===== src/rtl/bp_l15_resp_encoder.sv =====
`default_nettype none
// ============================================================================
// Module  : bp_l15_resp_encoder
// Purpose : Turns L1.5 return packets into a 64-bit valid/ready memory
//           response stream for the BP core. One packet is captured at a
//           time. Instruction fills are split into two beats. Evictions,
//           interrupts and unknown return types produce no beats.
// Ports   : clk_i, reset_i                 - clock, sync active-high reset
//           l15_transducer_*                - L1.5 return packet (val/type/data)
//           transducer_l15_req_ack          - combinational packet ack
//           mem_resp_v_o / mem_resp_ready_i - response beat handshake
//           mem_resp_type_o/_data_o/_last_o - response beat payload
//           irq_o                           - one-cycle interrupt pulse
//           drop_cnt_o                      - saturating dropped-packet count
// Revision: 1.0 - initial release
// ============================================================================
module bp_l15_resp_encoder #(
    parameter int drop_cnt_width_p = 8
) (
    input  logic                        clk_i,
    input  logic                        reset_i,
    input  logic                        l15_transducer_val,
    input  logic [3:0]                  l15_transducer_returntype,
    input  logic [63:0]                 l15_transducer_data_0,
    input  logic [63:0]                 l15_transducer_data_1,
    output logic                        transducer_l15_req_ack,
    output logic                        mem_resp_v_o,
    input  logic                        mem_resp_ready_i,
    output logic [1:0]                  mem_resp_type_o,
    output logic [63:0]                 mem_resp_data_o,
    output logic                        mem_resp_last_o,
    output logic                        irq_o,
    output logic [drop_cnt_width_p-1:0] drop_cnt_o
);

    typedef enum logic [1:0] {
        IDLE  = 2'd0,
        BEAT0 = 2'd1,
        BEAT1 = 2'd2
    } state_t;

    localparam logic [1:0] RESP_LOAD  = 2'd0;
    localparam logic [1:0] RESP_IFILL = 2'd1;
    localparam logic [1:0] RESP_STACK = 2'd2;
    localparam logic [1:0] RESP_AMO   = 2'd3;

    localparam logic [drop_cnt_width_p-1:0] DROP_ONE =
        {{(drop_cnt_width_p-1){1'b0}}, 1'b1};

    state_t                      state;
    state_t                      next_state;
    logic [1:0]                  resp_type_q;
    logic [63:0]                 data0_q;
    logic [63:0]                 data1_q;
    logic                        irq_q;
    logic [drop_cnt_width_p-1:0] drop_cnt_q;

    // Decode of the incoming return type
    logic       in_is_resp;
    logic       in_is_irq;
    logic [1:0] in_resp_type;
    logic       handshake;

    always_comb begin
        in_is_resp   = 1'b0;
        in_is_irq    = 1'b0;
        in_resp_type = RESP_LOAD;
        case (l15_transducer_returntype)
            4'h0: begin in_is_resp = 1'b1; in_resp_type = RESP_LOAD;  end
            4'h1: begin in_is_resp = 1'b1; in_resp_type = RESP_IFILL; end
            4'h4: begin in_is_resp = 1'b1; in_resp_type = RESP_STACK; end
            4'hE: begin in_is_resp = 1'b1; in_resp_type = RESP_AMO;   end
            4'h7: in_is_irq = 1'b1;
            default: ;
        endcase
    end

    // Packets are only taken in IDLE; reset masks the ack so a packet held
    // across reset is consumed only once reset is released.
    assign transducer_l15_req_ack = l15_transducer_val & (state == IDLE) & ~reset_i;
    assign handshake              = mem_resp_v_o & mem_resp_ready_i;

    always_comb begin
        next_state = state;
        case (state)
            IDLE:  if (transducer_l15_req_ack && in_is_resp) next_state = BEAT0;
            BEAT0: if (handshake) next_state = (resp_type_q == RESP_IFILL) ? BEAT1 : IDLE;
            BEAT1: if (handshake) next_state = IDLE;
            default: next_state = IDLE;
        endcase
    end

    always_ff @(posedge clk_i) begin
        if (reset_i) begin
            state       <= IDLE;
            resp_type_q <= 2'd0;
            data0_q     <= 64'd0;
            data1_q     <= 64'd0;
            irq_q       <= 1'b0;
            drop_cnt_q  <= '0;
        end else begin
            state <= next_state;
            irq_q <= transducer_l15_req_ack & in_is_irq;
            if (transducer_l15_req_ack) begin
                resp_type_q <= in_resp_type;
                data0_q     <= l15_transducer_data_0;
                data1_q     <= l15_transducer_data_1;
                if (!in_is_resp && !in_is_irq && (drop_cnt_q != '1))
                    drop_cnt_q <= drop_cnt_q + DROP_ONE;
            end
        end
    end

    // Beat payload is a pure function of the held state and capture
    // registers, so it stays stable while the consumer stalls.
    always_comb begin
        mem_resp_v_o    = 1'b0;
        mem_resp_type_o = 2'd0;
        mem_resp_data_o = 64'd0;
        mem_resp_last_o = 1'b0;
        case (state)
            BEAT0: begin
                mem_resp_v_o    = 1'b1;
                mem_resp_type_o = resp_type_q;
                mem_resp_data_o = (resp_type_q == RESP_STACK) ? 64'd0 : data0_q;
                mem_resp_last_o = (resp_type_q != RESP_IFILL);
            end
            BEAT1: begin
                mem_resp_v_o    = 1'b1;
                mem_resp_type_o = resp_type_q;
                mem_resp_data_o = data1_q;
                mem_resp_last_o = 1'b1;
            end
            default: ;
        endcase
    end

    assign irq_o      = irq_q;
    assign drop_cnt_o = drop_cnt_q;

endmodule
`default_nettype wire


===== config.mk =====
export PLATFORM = sky130hd
export DESIGN_NAME = bp_l15_resp_encoder
export DESIGN_NICKNAME = d
export VERILOG_FILES = /design/src/rtl/bp_l15_resp_encoder.sv
export SDC_FILE = /design/constraint.sdc
export NUM_CORES = 1
export LEC_CHECK = 0
export BUFFER_PORTS_ARGS = -buffer_cell sky130_fd_sc_hd__buf_4
export CAP_MARGIN = 20
export CORE_ASPECT_RATIO = 0.75
export CORE_MARGIN = 1
export CORE_UTILIZATION = 40
export DETAILED_ROUTE_END_ITERATION = 7
export PLACE_DENSITY = 0.66
export SLEW_MARGIN = 20
export SYNTH_ARGS = -nofsm -noshare
export SYNTH_HDL_FRONTEND = slang
export SYNTH_SLANG_ARGS = --single-unit

===== constraint.sdc =====
create_clock -name clk_i -period 5 [get_ports clk_i]
set_input_delay 1 -clock clk_i [delete_from_list [all_inputs] [get_ports clk_i]]
set_output_delay 1 -clock clk_i [all_outputs]
set_load 0.005 [all_outputs]

Word-level counts from Yosys, hierarchy flattened
Cells that the tools add are included.
- flip-flop bits (word level): 141
- bits of input ports: 136
- output and inout bits: 78
- word-level logic and storage cells: 49
- $add $sub $neg: 1
- eq/ne operators: 13
- mux-type cells: 13
- bitwise gates (word level): 5
- reduce and logical (&&, ||, !) cells: 11
- operators with widths (cell ; number):
    $pmux W64 S2 ; 1
    $mux W64 ; 1
    $pmux W2 S3 ; 2
    $mux W2 ; 5
    $add A8 B1 Y8 const B ; 1
    $eq A4 B3 Y1 const B ; 2
    $ne A8 B8 Y1 const B ; 1
    $and A1 B1 Y1 ; 4
    $eq A2 B1 Y1 const B ; 2
    $eq A2 B2 Y1 const B ; 2
    $eq A4 B1 Y1 const B ; 1
    $eq A4 B4 Y1 const B ; 1
    $logic_not A4 Y1 ; 1
    $ne A2 B1 Y1 const B ; 2
    $ne A2 B2 Y1 const B ; 2
    $reduce_or A4 Y1 ; 1
    $logic_and A1 B1 Y1 ; 3
    $mux W1 ; 3
    $reduce_and A3 Y1 ; 1
    $logic_not A1 Y1 ; 2
    $logic_not A2 Y1 ; 1
    $pmux W1 S2 ; 1
    $reduce_and A2 Y1 ; 1
    $reduce_or A2 Y1 ; 1
    $not A1 Y1 ; 1

Longest topological paths before layout
Gate-level depths: netlist (run 1).
- depth after elaboration: 7
- depth in mapped cells: 8
- mapped depth without buffers: 6

Least setup slack after synthesis (run 1)
Ideal clock, no wire load.
- path type: register to output
- start point: register state[1]
- end point: output port mem_resp_data_o[0]
- arrival time: 1.396 ns
- data required time: 4.000 ns
- setup slack: 2.604 ns
- stages on the path, launching flop included: 8
- buffers on the path: 2
- cells stage by stage: dfxtp_1 inv_1 ha_1 a21boi_1 clkbuf_1 buf_2 a22oi_1 nor2b_1
- cells in the longest elaborated chain, start to end: 2
- elaborated cells between the ends (all ways): 3
- classes of those cells: eq/ne: 2; mux: 1
- RTL lines (what ; line ; source):
    from (decl) ; 50 ; state_t state;
    from (signal assigned) ; 102 ; state <= next_state;
    $eq A2 B2 Y1 or $eq A2 B1 Y1 (tied branches) ; 121 ; case (state)
    $pmux W64 S2 (*) ; 121 ;
    to (decl) ; 30 ; output logic [63:0] mem_resp_data_o,
Every way passes the cells marked *; elsewhere a longest branch is shown, timed or not.

Worst setup path after layout (run 1)
- start point: register state[1]
- end point: output port mem_resp_data_o[30]
The elaborated chain is that of the path after synthesis.

==> results by group, run 1 <==
Synthesis
  • Yosys cell types: 40
  • Most used DFF post-synth: dfxtp_1
  • Yosys reg bits: between 100 and 150
  • Post-synth EDFFs: 0
  • Asr flop ratio synth: 0
  • Post-Synth Simple-Gate Area: 0.258
  • Post-synthesis xor/xnor area fraction: 0.00287
  • Post-synthesis compound-gate area fraction: 0.212
  • Post-Synth Adder-Cell Area: 0.0102
  • Mapped Cells: 794
  • Cell Area, Synth: between 6000 and 7000 µm²
  • Ys Warns: 0
  • Net Count, Synth: 935
  • Largest family of logic cells by synthesized area: simple AND/OR/NAND/NOR gates
  • Post-synthesis mux area share: 0.00512
  • Mean post-synth cell area: 7.69 µm²
  • Register area share after synthesis: 0.462

Floorplanning
  • Chip width: 145 µm
  • Starting Density: 0.416
  • Row cnt: 38
  • Core Box Area: 14700 µm²
  • Chip height: roughly 110 µm
  • Boundary Pins: 214
  • Die area: 15800 µm²

Clock tree
  • Root buf cell: clkbuf_16
  • Total CTS buffers: 17
  • Post-CTS Hold Buffers: 0
  • Postcts setup bufs: 0
  • Clock transition at path regs: about 60 ps
  • Clock latency on the worst-skew pair: 410 ps
  • H-tree lvl count: 4
  • PostCTS Resize Cnt: 0
  • Clock sinks: between 100 and 150
  • CTS tree: done
  • CTS Buffer Depth: 2

Job
  • Maxcap violations: 0

Routing
  • Via count: 5912
  • Final WL: 17.5 mm
  • WL/cell: ~15 µm
  • Initial DRT Pass Iterations: 5
  • Drt first-iter violations: 329
  • DRC: 0
  • Vias per cell: 5.02
  • Post-DRT Antenna Nets: 0

Global route
  • Initial antenna violation count: 0
  • Grt ovf: 0
  • Largest net degree at the start of global routing: about 100
  • Number of global-route vias before repair: approximately 5.4k
  • First-pass GRT wire length: between 20 and 30 mm
  • GRT Overall Usage: 0.224

STA
  • Slew @ Worst Pin: 1090 ps
  • RSZ-0062 raised after global routing: false
  • Final setup fails: 0
  • Pins over their slew limit: 0
  • Period utilization: 0.715
  • Final hold vios: 0
  • Max-slew headroom: 0.273
  • Final setup TNS: 0 ps
  • Fin crit period: around 3600 ps
  • Achievable frequency: 0.280 GHz
  • Clk_skew: roughly 8 ps

Placement
  • Placer congestion estimate: approximately 0.74
  • Placed cell count: 1146
  • Dpl hpwl: 11.2 mm
  • PortBufs: 213

Min path
  • Hold Crit Class: reg2reg

Worst setup path
  • Arrival time at the worst endpoint: 2570 ps
  • CP Capture Type: output pin
  • CP required: roughly 4000 ps
  • R2R Setup Slk: 2460 ps
  • Critical Path Source Type: flip-flop
  • Crit Path Category: reg2out
  • Crit-path max FO: 25

Outcome
  • Status: finished clean

Power
  • Pwr per Cell Area: 341 nW/µm²
  • Peak supply drop: between 0.2 and 0.25 mV
  • P_leak: 3.33 nW

Layout
  • N_diodes: 0
  • Area growth syn-to-layout: 36.9%
  • Post-route insts no fill: 1178
  • Share of layout cells above drive strength 1: 0.268
  • Number of nets in the layout: 1106
[critical path, cell delays in order (launching register included)]
cell	delay [ps]
dfxtp_1	330
inv_1	100
ha_1	210
a21boi_4	690
buf_4	420
a22oi_1	150
nor2b_1	140
buf_4	120
[final cells by class]
type,count,area [µm²]
fill,1414,6340
multi-input combinational,579,3010
sequential,141,2820
timing repair buffer,219,1640
clock buffer,19,453
tap,200,250
clock inverter,13,153
inverter,7,26.3
[power by group]
group / internal (mW) / switching, mW / leakage, nW
Combinational: 0.148 / 0.182 / 1.88
Sequential: 1.20 / 0.0377 / 1.16
Clock: 0.772 / 0.510 / 0.288
Total: 2.12 / 0.730 / 3.33
[cell usage in the layout (no fill, tap or decap), types with 3 or more instances in the layout]
| cell type | n |
|---|---|
| a21oi_1 | 132 |
| a22oi_1 | 64 |
| buf_4 | 219 |
| clkbuf_16 | 17 |
| clkinvlp_4 | 3 |
| dfxtp_1 | 141 |
| ha_1 | 3 |
| inv_1 | 7 |
| inv_6 | 6 |
| nand2_1 | 265 |
| nand3_1 | 3 |
| nor2b_1 | 67 |
| o311ai_1 | 4 |
| o41ai_1 | 3 |
[through the flow]
stage                     power, mW  utilization  cell area (µm²)  setup slack [ps]  hold slack [ps]
after global routing           2.96        0.569             8350              1220              467
final                          2.85        0.569             8350              1430              453
after detailed placement       1.59        0.527             7750              1850              447
after global placement         1.58        0.527             7750              1900              443
after CTS                      2.87        0.569             8350              1400              455
after floorplan                1.44            -             6100              2600              436
[synthesized netlist by cell type, drive strengths merged (2+ instances only)]
master	number	area, µm²
nor3	2	15.0
o311ai	4	35.0
nand2b	2	12.5
or4	2	15.0
ha	5	62.6
o21a	2	15.0
inv	7	26.3
nand2	266	998
nand3	4	25.0
buf	22	108
a22oi	64	480
clkbuf	45	169
mux2i	2	20.0
and2	3	18.8
xnor2	2	17.5
dfxtp	141	2820
o41ai	3	26.3
a21oi	132	661
nand4	2	12.5
nor2b	67	419
[path summary, 6_finish.rpt]
path	from	end	cells past startpoint
setup / recovery	state[1]	mem_resp_data_o[30]	7
hold / removal	data0_q[26]	data0_q[26]	2
setup reg to reg	state[1]	state[0]	6
hold reg to reg	data0_q[26]	data0_q[26]	2
[registers in the layout, summed over array words and instances (netlist names)]
name	flops
irq_o	1
drop_cnt_o	8
resp_type_q	2
data0_q	64
data1_q	64
state	2
[logic make-up after synthesis]
group | Yosys count
adder cells (fa/ha/maj) | 5
AND/OR/NAND/NOR | 355
AO/OA/AOI/OAI | 214
XOR/XNOR | 2
buffers and inverters | 74
multiplexers | 3
flip-flops | 141
[routing by layer]
metal  wire length, µm  GRT usage  vias up
met3              1310     0.0545       14
li1                  -          -     3015
met5                 0          0        -
met1              8270      0.305     2689
met4               157     0.0789        0
met2              7800      0.344      194
No activity file was read; power rests on OpenSTA's default activity.
==> run 2, diff against run 1 <==
- ABC_AREA: unset -> 1
- clock period: 5 -> 3.45 ns (I/O delays scaled with it)
==> run 2 against run 1 <==
  * Clock-buffer cell count grew 1
  * Clock skew grew 0.62 ps
  * Die area grew 0.85%
  * Design area grew 0.15%
  * Sequential cell count is the same
  * Sequential power grew 70%
  * Utilization shrank 0.099 points
  * Sequential share of layout area shrank 0.051 points
  * Clock power grew 38%
  * First-iteration DRC count grew 0.91%
  * Setup slack lost 910 ps
  * Global-route usage grew 0.62 points
==> results by group, run 2 <==
Outcome
  • Status: finished clean

Synthesis
  • Asr flop ratio synth: 0
  • Synth area leader: dfxtp_1
  • Register area share after synthesis: 0.458
  • Share of the synthesized area in the top cell type: 0.458
  • Yosys cell types: 31
  • Most frequent cell after synthesis: nand2_1
  • Net Count, Synth: 1032
  • Mean post-synth cell area: between 6 and 7 µm²
  • Post-synth EDFFs: 0
  • Ys Warns: 0
  • Mapped Cells: 891
  • Yosys reg bits: 141
  • Cell Area, Synth: 6160 µm²
  • Most used DFF post-synth: dfxtp_1
  • Synth top cells by count: nand2_1, a21oi_1, dfxtp_1
  • Leading post-synthesis cells by cell area: dfxtp_1, nand2_1, a21oi_1

Clock tree
  • CTS Buffer Depth: 2
  • H-tree lvl count: 4
  • Root buf cell: clkbuf_16
  • Post-CTS Hold Buffers: 0
  • Clock sinks: between 100 and 150
  • CTS tree: done
  • PostCTS Resize Cnt: 0
  • Postcts setup bufs: 0
  • Clock latency on the worst-skew pair: 420 ps
  • Clock transition at path regs: 60 ps
  • Total CTS buffers: 17

Routing
  • Final WL: 18.2 mm
  • WL/cell: 14.1 µm
  • Post-DRT Antenna Nets: 0
  • Vias per cell: 4.89
  • Initial DRT Pass Iterations: 4
  • DRC: 0
  • Drt first-iter violations: 332
  • Via count: between 6k and 7k

Layout
  • Share of layout cells above drive strength 1: 0.254
  • Most common cell after layout, fill and taps aside: nand2_1
  • Core Util, Final: 0.568
  • Number of nets in the layout: about 1.2k
  • Area growth syn-to-layout: 35.9%
  • Finished Cell Area: 8370 µm²
  • N_diodes: 0
  • Commonest non-fill, non-tap cells in the layout: nand2_1, buf_4, a21oi_1

Worst setup path
  • Crit-path max FO: 48
  • CP Capture Type: output pin
  • Ordered cell list for the critical path: inv_1 -> ha_1 -> inv_1 -> a21oi_4 -> buf_4 -> nand2_1 -> a21oi_1 -> buf_4
  • Reg2reg start: state[0]
  • Critical Path Source Type: flip-flop
  • CP max stage delay: 490 ps
  • WP buf/inv: 4
  • R2R Setup Slk: 970 ps
  • Crit Path Category: reg2out
  • FF-to-FF path depth: 7
  • Arrival time at the worst endpoint: 2240 ps
  • Worst-path cell with the longest stage delay: buf_4
  • Delay-heaviest family, CP: buffers and inverters
  • CP required: 2760 ps
  • Reg2reg end: data1_q[4]

Global route
  • Largest net degree at the start of global routing: 68
  • Initial antenna violation count: 0
  • First-pass GRT wire length: 28.8 mm
  • Grt ovf: 0
  • GRT Overall Usage: 0.230
  • Number of global-route vias before repair: 5684

STA
  • Fin crit period: about 2900 ps
  • Max-slew headroom: 0.439
  • Achievable frequency: approximately 0.34 GHz
  • Pins over their slew limit: 0
  • Final setup fails: 0
  • Final hold vios: 0
  • Final setup TNS: 0 ps
  • Slew @ Worst Pin: 841 ps
  • Period utilization: 0.850
  • Min Hold Slack: about 460 ps
  • Clk_skew: 8.72 ps
  • RSZ-0062 raised after global routing: false

Floorplanning
  • Core Box Area: 14700 µm²
  • Die area: 15900 µm²
  • Chip height: between 100 and 150 µm
  • Chip width: 145 µm
  • Boundary Pins: 214
  • Row cnt: 38
  • Starting Density: 0.418

Power
  • Pwr per Cell Area: 623 nW/µm²
  • P_leak: 3.48 nW
  • Pwr Total: 5.21 mW
  • Peak supply drop: 0.330 mV

Min path
  • Hold path depth: 2
  • Worst hold start: data0_q[18]
  • Hold Path Sink: data0_q[18]
  • Hold Crit Class: reg2reg

Placement
  • Placer congestion estimate: 0.825
  • DP Area: 7800 µm²
  • Dpl hpwl: approximately 12 mm
  • PortBufs: ~210

Job
  • Maxcap violations: 0
run 2: cell type report:
cell class                      count  area [µm²]
Clock buffer                       20         447
Clock inverter                     12         120
Fill cell                        1494        6370
Inverter                           20        77.6
Multi-Input combinational cell    667        2930
Sequential cell                   141        2820
Tap cell                          200         250
Timing Repair Buffer              228        1720
run 2: worst min-delay path, delay by kind of cell (launching register included):
kind / cells / cell delay [ps]
flops: 1 / 310
compound gates: 1 / 50
simple gates: 1 / 60
run 2: report_power, final:
group,internal (mW),switching (mW),total (mW)
logic,0.472,0.883,1.36
clock network,1.08,0.693,1.77
registers,1.93,0.154,2.09
run 2: kinds of logic (layout without fill, tap and decap cells):
group | count (synthesis) | in the layout | synth area share
AOI/OAI and AO/OA | 210 | 210 | 0.173
xor gates and xnor gates | 3 | 3 | 0.00427
adders and majority gates | 5 | 5 | 0.0102
buffers and inverters | 83 | 280 | 0.0677
DFF | 141 | 141 | 0.458
and+or+nand+nor | 449 | 449 | 0.286
run 2: metal layers:
metal	share of wire	global-route usage
met1	0.46	0.300
met2	0.44	0.356
met3	0.089	0.0900
met4	0.0064	0.0579
met5	0	0
run 2: how the worst max path moves through the flow:
stage / startpoint / end / slack, ps / cells after the start
floorplan: state[0] / mem_resp_data_o[10] / 1420 / 6
global placement: l15_transducer_val / data0_q[35] / 920 / 6
detailed placement: l15_transducer_val / data1_q[20] / 860 / 6
CTS: state[0] / mem_resp_last_o / 500 / 6
global route: state[1] / mem_resp_data_o[19] / 370 / 8
finish: state[1] / mem_resp_data_o[47] / 520 / 8
run 2: through the flow:
step	instances	setup WS (ps)
6_report	1288	516
5_1_grt	1288	367
4_1_cts	1288	501
3_5_place_dp	1256	863
3_3_place_gp	1256	917
2_1_floorplan	891	1420
==> run 3, diff against run 2 <==
- ABC_AREA: 1 -> unset
- PLACE_DENSITY: 0.66 -> 0.69
- SLEW_MARGIN: 20 -> unset
==> run 3 against run 2 <==
  * Utilization increased by 0.98 points
  * Critical path type unchanged
  * Via count decreased by 5.6%
  * Largest power group is now clock
  * Sequential share of layout area fell by 0.47 points
  * Highest routed layer unchanged
  * Non-clock buffer count is 3 lower
  * Combinational power decreased by 64%
  * Largest cell class unchanged
  * Global-route usage decreased by 0.99 points
  * Clock-buffer cell count fell by 1
  * Register-to-register slack gained 310 ps
==> results by group, run 3 (synthesis gave the netlist of run 1 again) <==
Outcome
  • Status: finished clean

Worst setup path
  • CP required: 2760 ps
  • Reg2reg end: state[0]
  • CP max stage delay: approximately 700 ps
  • CP startpoint: state[0]
  • Ordered cell list for the critical path: inv_1 -> ha_2 -> buf_12 -> a22oi_1 -> nor2b_1 -> buf_4
  • Crit-path max FO: 35
  • Delay-heaviest family, CP: adder cells
  • Crit Path Category: reg2out
  • WP buf/inv: 3
  • CP Capture Type: output pin
  • FF-to-FF path depth: 6
  • Critical Path Source Type: flip-flop
  • Critical Path Stages: 6
  • Worst-path cell with the longest stage delay: ha_2
  • Reg2reg start: state[1]
  • R2R Setup Slk: 1280 ps
  • Arrival time at the worst endpoint: approximately 2200 ps
  • End of the critical path: mem_resp_data_o[17]

Routing
  • Initial DRT Pass Iterations: 8
  • Vias per cell: 5.02
  • Via count: between 5k and 6k
  • DRC: 0
  • Post-DRT Antenna Nets: 0
  • WL/cell: 14.6 µm
  • Final WL: ~17 mm
  • Drt first-iter violations: 357

Global route
  • Number of global-route vias before repair: 5409
  • Initial antenna violation count: 0
  • GRT Overall Usage: 0.220
  • First-pass GRT wire length: 27.0 mm
  • Largest net degree at the start of global routing: 75
  • Grt ovf: 0

STA
  • Min Hold Slack: 453 ps
  • Final hold vios: 0
  • Final setup TNS: 0 ps
  • Period utilization: 0.843
  • Clk_skew: between 7 and 8 ps
  • Final setup fails: 0
  • Max-slew headroom: 0.479
  • Pins over their slew limit: 0
  • Final worst slack: about 540 ps
  • Achievable frequency: around 0.34 GHz
  • Fin crit period: approximately 2900 ps
  • Slew @ Worst Pin: 782 ps
  • RSZ-0062 raised after global routing: false

Min path
  • Hold Crit Class: reg2reg

Clock tree
  • Clock transition at path regs: 60 ps
  • CTS tree: done
  • CTS Buffer Depth: 2
  • H-tree lvl count: 4
  • Post-CTS Hold Buffers: 0
  • PostCTS Resize Cnt: 0
  • Clock sinks: 141
  • Clock latency on the worst-skew pair: approximately 400 ps
  • Postcts setup bufs: 0
  • Total CTS buffers: 17
  • Root buf cell: clkbuf_16

Placement
  • Dpl hpwl: 11.4 mm
  • Setup WS pre-CTS: 934 ps
  • Placer congestion estimate: 0.813
  • PortBufs: 213
  • Placed cell count: 1152

Floorplanning
  • Chip height: approximately 110 µm
  • Row cnt: 38
  • Starting Density: 0.416
  • Die area: 15800 µm²
  • Chip width: 145 µm
  • Boundary Pins: 214
  • Core Box Area: 14700 µm²

Power
  • Clock power share: 0.470
  • P_int: around 3.3 mW
  • Comb power frac: 0.114
  • P_leak: 3.40 nW
  • Peak supply drop: 0.290 mV
  • Pwr per Cell Area: 506 nW/µm²
  • Share of power burned in registers: 0.416
  • Switching power: 1.03 mW
  • Pwr Total: between 4 and 5 mW
  • Sw Share: 0.239

Layout
  • Most common cell after layout, fill and taps aside: nand2_1
  • Share of layout cells above drive strength 1: 0.271
  • Post-route insts no fill: between 1k and 1.5k
  • Commonest non-fill, non-tap cells in the layout: nand2_1, buf_4, dfxtp_1
  • N_diodes: 0
  • Number of nets in the layout: 1112
  • Area growth syn-to-layout: 39.0%

Job
  • Maxcap violations: 0
-- run 3: layer usage --
| metal | track usage | wire length [µm] | share of wire |
|---|---|---|---|
| met2 | 0.341 | 7640 | 0.44 |
| met4 | 0.0549 | 43 | 0.0025 |
| met5 | 0 | 0 | 0 |
| met1 | 0.296 | 8090 | 0.47 |
| met3 | 0.0685 | 1530 | 0.088 |
-- run 3: worst min-delay path, cell delays in order, from the launching register on --
cell and delay, ps:
dfxtp_1 310, nand2_1 50, a21oi_1 50
-- run 3: worst min path at each step --
stage,startpoint,to,slack (ps),cells past startpoint
after CTS,data0_q[15],data0_q[15],450,2
after global routing,data0_q[15],data0_q[15],460,2
after detailed placement,data0_q[15],data0_q[15],450,2
after global placement,data0_q[56],data0_q[56],440,2
final,data0_q[56],data0_q[56],450,2
after floorplan,data0_q[0],data0_q[0],440,2
-- run 3: layout make-up --
cell class	instances	area [µm²]
repair buffers	225	1730
multi-input cells	579	3010
fillers	1401	6210
inverters	7	26.3
flip-flops and latches	141	2820
clock inverters	13	210
well taps	200	250
clock buffers	19	443
-- run 3: stage by stage --
step / utilization / instance area [µm²]
floorplan: - / 6100
global placement: 0.533 / 7830
detailed placement: 0.533 / 7830
CTS: 0.578 / 8480
global route: 0.578 / 8480
finish: 0.578 / 8480
-- run 3: power by group through the flow --
stage | sequential [mW] | combinational, mW | clock, mW
2_1_floorplan | 1.81 | 0.285 | 0
3_3_place_gp | 1.82 | 0.487 | 0
3_5_place_dp | 1.82 | 0.492 | 0
4_1_cts | 1.79 | 0.494 | 2.05
5_1_grt | 1.80 | 0.544 | 2.12
6_report | 1.79 | 0.489 | 2.02
